===== config.mk =====
export PLATFORM = sky130hd
export DESIGN_NAME = regfile_mp
export DESIGN_NICKNAME = d
export VERILOG_FILES = /design/src/rtl/rf_pkg.sv /design/src/rtl/rf_scoreboard.sv /design/src/rtl/regfile_mp.sv
export SDC_FILE = /design/constraint.sdc
export NUM_CORES = 2
export LEC_CHECK = 0
export BUFFER_PORTS_ARGS = -buffer_cell sky130_fd_sc_hd__buf_2
export CORE_UTILIZATION = 45
export CTS_CLUSTER_DIAMETER = 60
export CTS_CLUSTER_SIZE = 30
export DETAILED_ROUTE_END_ITERATION = 8
export GPL_ROUTABILITY_DRIVEN = 0
export PLACE_DENSITY = 0.57
export SLEW_MARGIN = 20
export SYNTH_ARGS = -nofsm -noshare
export SYNTH_HDL_FRONTEND = slang
export SYNTH_SLANG_ARGS = --single-unit

===== constraint.sdc =====
create_clock -name clk -period 56 [get_ports clk]
set_clock_uncertainty 0.2 [all_clocks]
set_input_delay 2.8 -clock clk [delete_from_list [all_inputs] [get_ports clk]]
set_output_delay 2.8 -clock clk [all_outputs]
set_load 0.03 [all_outputs]

===== src/rtl/rf_pkg.sv =====
// rf_pkg: shared defaults and helpers for the multi-port register file.
//   RF_DATA_W / RF_ADDR_W / RF_CNT_W : default register width, index width,
//                                       in-flight counter width
//   rf_depth()  : number of registers for a given index width
//   port_lo()   : low bit of port slice within a packed per-port bus
package rf_pkg;

    localparam int unsigned RF_DATA_W = 32;
    localparam int unsigned RF_ADDR_W = 5;
    localparam int unsigned RF_CNT_W  = 2;

    function automatic int unsigned rf_depth(input int unsigned addr_w);
        return 32'd1 << addr_w;
    endfunction

    function automatic int unsigned port_lo(input int unsigned port, input int unsigned width);
        return port * width;
    endfunction

endpackage


===== src/rtl/rf_scoreboard.sv =====
// rf_scoreboard: per-register in-flight write counters for the register file.
//   clk, reset      : clock, asynchronous active-high reset
//   rd_addr         : packed read indices, NUM_RD x ADDR_W
//   rd_busy         : per read port, outstanding write to that register
//   wr_en, wr_addr  : write-back strobe and index (decrements counter)
//   iss_valid/addr  : issuing instruction destination (increments counter)
//   iss_ready       : 0 when the destination counter is saturated
//   err             : sticky, write-back seen with counter already 0
// Optional feature macro: RF_BYPASS_EN (busy cleared during the draining write-back).
module rf_scoreboard
    import rf_pkg::*;
#(
    parameter int unsigned ADDR_W = RF_ADDR_W,
    parameter int unsigned NUM_RD = 2,
    parameter int unsigned CNT_W  = RF_CNT_W
) (
    input  logic                     clk,
    input  logic                     reset,
    input  logic [NUM_RD*ADDR_W-1:0] rd_addr,
    output logic [NUM_RD-1:0]        rd_busy,
    input  logic                     wr_en,
    input  logic [ADDR_W-1:0]        wr_addr,
    input  logic                     iss_valid,
    input  logic [ADDR_W-1:0]        iss_addr,
    output logic                     iss_ready,
    output logic                     err
);

    localparam int unsigned DEPTH = rf_depth(ADDR_W);

    logic [CNT_W-1:0] cnt [DEPTH];
    logic             issue_acc;
    logic             wb;
    logic [DEPTH-1:0] inc_hot;
    logic [DEPTH-1:0] dec_hot;

    // A same-cycle write-back to a saturated register frees a slot, so issue may proceed.
    always_comb begin
        iss_ready = 1'b1;
        if (iss_addr != '0 && cnt[iss_addr] == '1 && !(wr_en && wr_addr == iss_addr))
            iss_ready = 1'b0;
    end

    assign issue_acc = iss_valid && iss_ready && (iss_addr != '0);
    assign wb        = wr_en && (wr_addr != '0);

    always_comb begin
        inc_hot = '0;
        dec_hot = '0;
        if (issue_acc) inc_hot[iss_addr] = 1'b1;
        if (wb)        dec_hot[wr_addr]  = 1'b1;
    end

    always_ff @(posedge clk or posedge reset) begin
        if (reset) begin
            for (int unsigned r = 0; r < DEPTH; r++) cnt[r] <= '0;
            err <= 1'b0;
        end else begin
            for (int unsigned r = 1; r < DEPTH; r++) begin
                if (inc_hot[r] && !dec_hot[r])
                    cnt[r] <= cnt[r] + CNT_W'(1);
                else if (dec_hot[r] && !inc_hot[r] && cnt[r] != '0)
                    cnt[r] <= cnt[r] - CNT_W'(1);
            end
            // Issue and write-back to the same idle register cancel out without error.
            if (wb && cnt[wr_addr] == '0 && !(issue_acc && iss_addr == wr_addr))
                err <= 1'b1;
        end
    end

    for (genvar i = 0; i < NUM_RD; i++) begin : g_busy
        logic [ADDR_W-1:0] a;
        assign a = rd_addr[port_lo(i, ADDR_W) +: ADDR_W];
`ifdef RF_BYPASS_EN
        logic drain;
        // Final write-back is forwarded this cycle, so the reader need not stall.
        assign drain = wb && (wr_addr == a) && (cnt[a] == CNT_W'(1))
                       && !(issue_acc && iss_addr == a);
        assign rd_busy[i] = (cnt[a] != '0) && !drain;
`else
        assign rd_busy[i] = (cnt[a] != '0);
`endif
    end

endmodule


===== src/rtl/regfile_mp.sv =====
// regfile_mp: multi-read-port register file with pending-write scoreboard.
//   clk, reset : clock, asynchronous active-high reset (clears data, counters, err)
//   rd_addr    : NUM_RD packed read indices, port i at [i*ADDR_W +: ADDR_W]
//   rd_data    : NUM_RD packed combinational read data
//   rd_busy    : per read port, in-flight write outstanding
//   wr_en/wr_addr/wr_data : write-back port
//   iss_valid/iss_addr/iss_ready : issue tracking and stall
//   err        : sticky unexpected write-back flag
// Optional feature macro: RF_BYPASS_EN (write-first forwarding onto rd_data).
module regfile_mp
    import rf_pkg::*;
#(
    parameter int unsigned DATA_W = RF_DATA_W,
    parameter int unsigned ADDR_W = RF_ADDR_W,
    parameter int unsigned NUM_RD = 2,
    parameter int unsigned CNT_W  = RF_CNT_W
) (
    input  logic                     clk,
    input  logic                     reset,
    input  logic [NUM_RD*ADDR_W-1:0] rd_addr,
    output logic [NUM_RD*DATA_W-1:0] rd_data,
    output logic [NUM_RD-1:0]        rd_busy,
    input  logic                     wr_en,
    input  logic [ADDR_W-1:0]        wr_addr,
    input  logic [DATA_W-1:0]        wr_data,
    input  logic                     iss_valid,
    input  logic [ADDR_W-1:0]        iss_addr,
    output logic                     iss_ready,
    output logic                     err
);

    localparam int unsigned DEPTH = rf_depth(ADDR_W);

    logic [DATA_W-1:0] regs [DEPTH];

    always_ff @(posedge clk or posedge reset) begin
        if (reset) begin
            for (int unsigned r = 0; r < DEPTH; r++) regs[r] <= '0;
        end else if (wr_en && wr_addr != '0) begin
            regs[wr_addr] <= wr_data;
        end
    end

    for (genvar i = 0; i < NUM_RD; i++) begin : g_rd
        logic [ADDR_W-1:0] a;
        assign a = rd_addr[port_lo(i, ADDR_W) +: ADDR_W];
        always_comb begin
            rd_data[port_lo(i, DATA_W) +: DATA_W] = '0;
            if (a != '0) begin
`ifdef RF_BYPASS_EN
                if (wr_en && wr_addr == a)
                    rd_data[port_lo(i, DATA_W) +: DATA_W] = wr_data;
                else
                    rd_data[port_lo(i, DATA_W) +: DATA_W] = regs[a];
`else
                rd_data[port_lo(i, DATA_W) +: DATA_W] = regs[a];
`endif
            end
        end
    end

    rf_scoreboard #(
        .ADDR_W (ADDR_W),
        .NUM_RD (NUM_RD),
        .CNT_W  (CNT_W)
    ) u_sb (
        .clk       (clk),
        .reset     (reset),
        .rd_addr   (rd_addr),
        .rd_busy   (rd_busy),
        .wr_en     (wr_en),
        .wr_addr   (wr_addr),
        .iss_valid (iss_valid),
        .iss_addr  (iss_addr),
        .iss_ready (iss_ready),
        .err       (err)
    );

endmodule


# Word level (Yosys, flattened, before mapping)
# Index checks and enable logic that the tools add are counted.
[classes] muxes=92 shift=0 n_lt_le_gt_ge=9 bitwise_logic=4 mul=0 n_eq_ne=3 addsub=62 reduce_logical=238 n_div=0
[op_table] cell="bitwise mux 1024 bit" n=1
[op_table] cell="binary-select mux 32 bit (select 5 bit)" n=2
[op_table] cell="2-to-1 mux 32 bit" n=9
[op_table] cell="demux 32 bit (select 5 bit)" n=1
[op_table] cell="2-to-1 mux 2 bit" n=70
[op_table] cell="nonzero test 2 bit" n=64
[op_table] cell="logical AND 1 bit" n=105
[op_table] cell="zero test 1 bit" n=64
[op_table] cell="adder 2 x 1 -> 2 bit (second input constant)" n=31
[op_table] cell="subtractor 2 x 1 -> 2 bit (second input constant)" n=31
[op_table] cell="binary-select mux 2 bit (select 5 bit)" n=4
[op_table] cell="greater-or-equal comparator 6 bit (second input constant)" n=4
[op_table] cell="NOT 5 -> 6 bit" n=4
[op_table] cell="nonzero test 5 bit" n=4
[op_table] cell="< comparator 5 x 6 -> 1 bit (second input constant)" n=2
[op_table] cell="demux 1 bit (select 5 bit)" n=2
[op_table] cell="== test 5 bit" n=2
[op_table] cell="greater-or-equal comparator 5 x 1 -> 1 bit (second input constant)" n=2
[op_table] cell="< comparator 6 x 1 -> 1 bit (second input constant)" n=1
[op_table] cell="2-to-1 mux 1 bit" n=3
[op_table] cell="== test 2 bit (second input constant)" n=1
[op_table] cell="zero test 2 bit" n=1
[word_totals] latch_bits=0 word_cells=472 romBits=0 memories=0 input_bits=56 ramBits=0 ff_bits=1087 out_inout_bits=68

# Depth between registers and ports, before layout
[depth] depth_word=16 mapped_depth=12 ltp_nobuf=7

# Cells and area by module
# Synthesis repeated with hierarchy kept, for this count alone.
[unflattened] cells_unflattened=4271 hier_area_um2=60481.8
[modules_own_cells] mod="regfile_mp" n_inst=1 area_per_inst_um2=54773.8 cells_per_inst=3614 seq_area_each_um2=25624.6
[modules_own_cells] mod="rf_scoreboard" n_inst=1 area_per_inst_um2=5708.0 cells_per_inst=657 seq_area_each_um2=1576.5

# Least setup slack after synthesis
# OpenSTA, ideal clock, no wires.
[synth_path] path_type="in2out" start="input port rd_addr[0]" end="output port rd_busy[0]" path_slack_ps=47678 path_buffers=3 stages=6 required_time_ps=53000 arrival_ps=5322 cell_sequence="clkbuf_1 > buf_2 > buf_1 > mux4_2 > mux4_2 > mux2i_1"
[synth_between] elab_chain_cells=5
[synth_rtl] item="from (decl)" line="regfile_mp.sv:20" text="input logic [NUM_RD*ADDR_W-1:0] rd_addr,"
[synth_rtl] item="NOT 5 -> 6 bit (not written as such)" line="rf_scoreboard.sv:81" text="assign rd_busy[i] = (cnt[a] != '0);"
[synth_rtl] item="binary-select mux 2 bit (select 5 bit)" line="rf_scoreboard.sv:81"
[synth_rtl] item="2-to-1 mux 2 bit (not written as such) (2 in series)" line="rf_scoreboard.sv:81"
[synth_rtl] item="nonzero test 2 bit" line="rf_scoreboard.sv:81"
[synth_rtl] item="to (decl)" line="regfile_mp.sv:22" text="output logic [NUM_RD-1:0] rd_busy,"
# No other way between the ends. The select of a mux whose other input is x is not followed.

# Worst setup path in the final report
[layout_path] start="input port rd_addr[6]" end="output port rd_data[51]"
[layout_between] elab_chain_cells=5 word_cells_on_any_way=6 classes_between="4 x mux; 1 x bitwise; 1 x reduce/logical"
[layout_rtl] item="NOT 5 -> 6 bit (not written as such)" line="regfile_mp.sv:56" text="rd_data[port_lo(i, DATA_W) +: DATA_W] = regs[a];"
[layout_rtl] item="binary-select mux 32 bit (select 5 bit)" line="regfile_mp.sv:56"
[layout_rtl] item="2-to-1 mux 32 bit (not written as such) (2 in series)" line="regfile_mp.sv:56"
[layout_rtl] item="2-to-1 mux 32 bit (*)" line="regfile_mp.sv:49" text="if (a != '0) begin"
[layout_rtl] item="to (decl)" line="regfile_mp.sv:21" text="output logic [NUM_RD*DATA_W-1:0] rd_data,"
# Every way passes the cells marked *; elsewhere a longest branch is shown, timed or not. The select of a mux whose other input is x is not followed.

==> reports/qor.csv <==
metric,value,unit
CTS buffer count,110,
post-route cell area,65300,um^2
drt initial violations,4704,
CTS tree,yes,
DR vias/cell,6.37,
drt drc,0,
clock power share,34.3,%
clock buffer depth,3,
Total Wirelength,200,mm
Worst-Margin Slew,1.46,ns
slack of the worst reg-to-reg path,52.98,ns
"antenna viol nets, final",0,
IO Count,124,
internal power,1.64,mW
area post-placement,61300,um^2
max layer used,met5,
Final Hold Viols,0,
Period minus WS final,10.11,ns
CTS sink count,1087,
Sum Neg Setup Slack,0,ns
CTS resizes,0,
row count,132,
DIE AREA,133000,um^2
cts hold-fix bufs,0,
Sw Pwr,0.732,mW
syn nets,4945,
Layout Nets,4794,
met3 wire length,15.6,mm
Reg2Reg Depth,7,
share of layout cells above drive strength 1,33.6,%
DR WL/cell,30.4,um
Syn Inst Count,4889,
pin count of the biggest net entering global routing,174,
Slew HR,2.85,%
"Distinct cells, synth",50,
ranking of synthesized cells by area,"dfrtp_1, mux4_2, nand2_1",
setup ws final,45.89,ns
final hold slack,0.198,ns
RSZ-0062 raised after global routing,no,
fin crit share,18.1,%
Worst Setup EP,rd_data[51],
Yosys warnings,2,
# fillers,11400,
Place WS,46.04,ns
drt first pass iters,6,
Worst-path clk slew,0.06,ns
main flop type after synthesis,dfrtp_1,
GR Overflow Total,0,
Async SR Flop Fraction,100,%
Hold Path Origin,regs[1010]$_DFFE_PP0P_,
CTS H-tree lvls,3,
worst-skew pair later-pin latency,0.77,ns
vias in the first global route,41800,
"Seq/Total Area, Yosys",45.9,%
hpwl dp,111,mm
Die Y,365,um
"top cells by count, synth","nand2_1, dfrtp_1, mux4_2",
status,"finished, final reports clean",
Seq cells post-synth,1087,
GRT Resource Usage Total,30.7,%
total power,2.37,mW
routed via count,41900,
placed cell count,6366,
wl on met1,81.7,mm
Crit. End Element,output port,
Core Box Area,130000,um^2
Leak,29.4,nW
most frequent cell after synthesis,nand2_1,
HP Class,reg2reg,
Crit Path Max Fanout,146,
Finish-stage setup viols,0,
IO buf count,123,
Max Cap Violations,0,
Yosys top cell by area,dfrtp_1,
Max Fclk,98.9,MHz
initial core utilization,45.5,%
"Core Util, Final",50.2,%
sw frac,30.8,%
Post-synth EDFFs,0,
met2 wire len,93.7,mm
die width,365,um
area grow syn2layout,10.3,%
Comb power frac,21.7,%
WP data required,53.00,ns
Post-Layout Cell Count,6578,
Post-Syn Area,59200,um^2
Post-CTS Setup Bufs,0,
CTS Root Cell,clkbuf_16,
CP startpoint kind,input port,
initial antenna violation count,7,
Mapped Avg Cell Area,12.1,um^2
sequential share of power,44.0,%
first-pass GRT wire length,295,mm
pwr/cell area,36.3,nW/um^2
arrival time worst endpoint,7.11,ns
critical path class,in2out,
Worst R2R End,u_sb.cnt[59]$_DFFE_PP0P_,
Final Max Slew Viols,0,
FF-to-FF Start,u_sb.cnt[47]$_DFFE_PP0P_,
Max VDD drop,0.0000281,V
Synth top area share,45.9,%
Critical path origin,rd_addr[6],
-- how the worst min path moves through the flow --
stage                                  end  slack [ns]  cells after the start
finish              regs[1010]$_DFFE_PP0P_        0.20                      0
global route        regs[1013]$_DFFE_PP0P_        0.21                      0
CTS                 regs[1013]$_DFFE_PP0P_        0.20                      0
detailed placement  regs[1013]$_DFFE_PP0P_        0.18                      0
global placement     regs[998]$_DFFE_PP0P_        0.18                      0
floorplan           regs[1000]$_DFFE_PP0P_        0.24                      1
-- state kept, by name, summed over array words and instances (netlist names) --
name and cells:
regs 1024, u_sb.cnt 62, u_sb.err 1
-- cells in the final DEF (no fill, tap or decap), types with 5 or more instances in the layout --
cell,count
nor2_4,22
inv_8,19
mux4_2,670
nand2_2,11
a21oi_1,34
bufinv_16,9
clkinv_2,5
a311oi_1,12
inv_1,19
nand2b_1,5
nand2_1,1546
inv_6,22
a31oi_1,38
clkinv_4,8
mux2_2,481
buf_12,7
nor2_1,149
clkinv_8,9
nor2b_1,9
clkbuf_8,7
mux2i_1,84
a211oi_1,20
nor3_1,24
o21ai_1,31
o21ai_0,5
xor2_1,5
a22oi_1,31
dfrtp_1,1087
clkinvlp_4,10
xnor2_1,31
buf_4,83
buf_2,113
clkbuf_16,111
o22ai_1,7
nand3_1,39
-- worst max-delay path: stages --
cell     delay, ns
buf_8         0.53
buf_4         0.81
buf_12        0.50
mux4_2        0.62
mux4_2        0.48
mux2i_1       0.41
nor2_1        0.10
buf_2         0.22
-- layer usage --
layer	global-route usage, %	vias to the layer above
met4	12.7	4
met3	5.63	441
met5	0	-
met2	47.8	1960
li1	-	17200
met1	42.6	22300
-- cells by family (layout without fill, tap and decap cells) --
family / after synthesis / after routing / synth area share [%]
AOI/OAI and AO/OA: 190 / 190 / 2.07
xor gates and xnor gates: 36 / 36 / 0.533
buffers and inverters: 501 / 446 / 3.34
DFF: 1087 / 1087 / 45.9
muxes: 1236 / 1236 / 36.1
other: 0 / 2 / 0
and+or+nand+nor: 1839 / 1839 / 12.0
-- power groups by stage --
stage	clock, mW	sequential (mW)	combinational [mW]
2_1_floorplan	0	1.02	0.406
3_3_place_gp	0	1.05	0.504
3_5_place_dp	0	1.05	0.515
4_1_cts	0.825	1.04	0.516
5_1_grt	0.855	1.06	0.556
6_report	0.814	1.04	0.515
-- area by class of cell --
class / instances / area (um^2) / area share (%)
inverter: 24 / 97.6 / 0.149
sequential: 1087 / 27200 / 41.7
timing repair buffer: 214 / 1530 / 2.35
clock buffer: 122 / 2890 / 4.42
tap: 1742 / 2180 / 3.34
clock inverter: 86 / 1090 / 1.67
antenna: 2 / 5.00 / 0.00766
multi-input combinational: 3301 / 30300 / 46.4
Note: power is estimated with default switching activity, not from simulation.
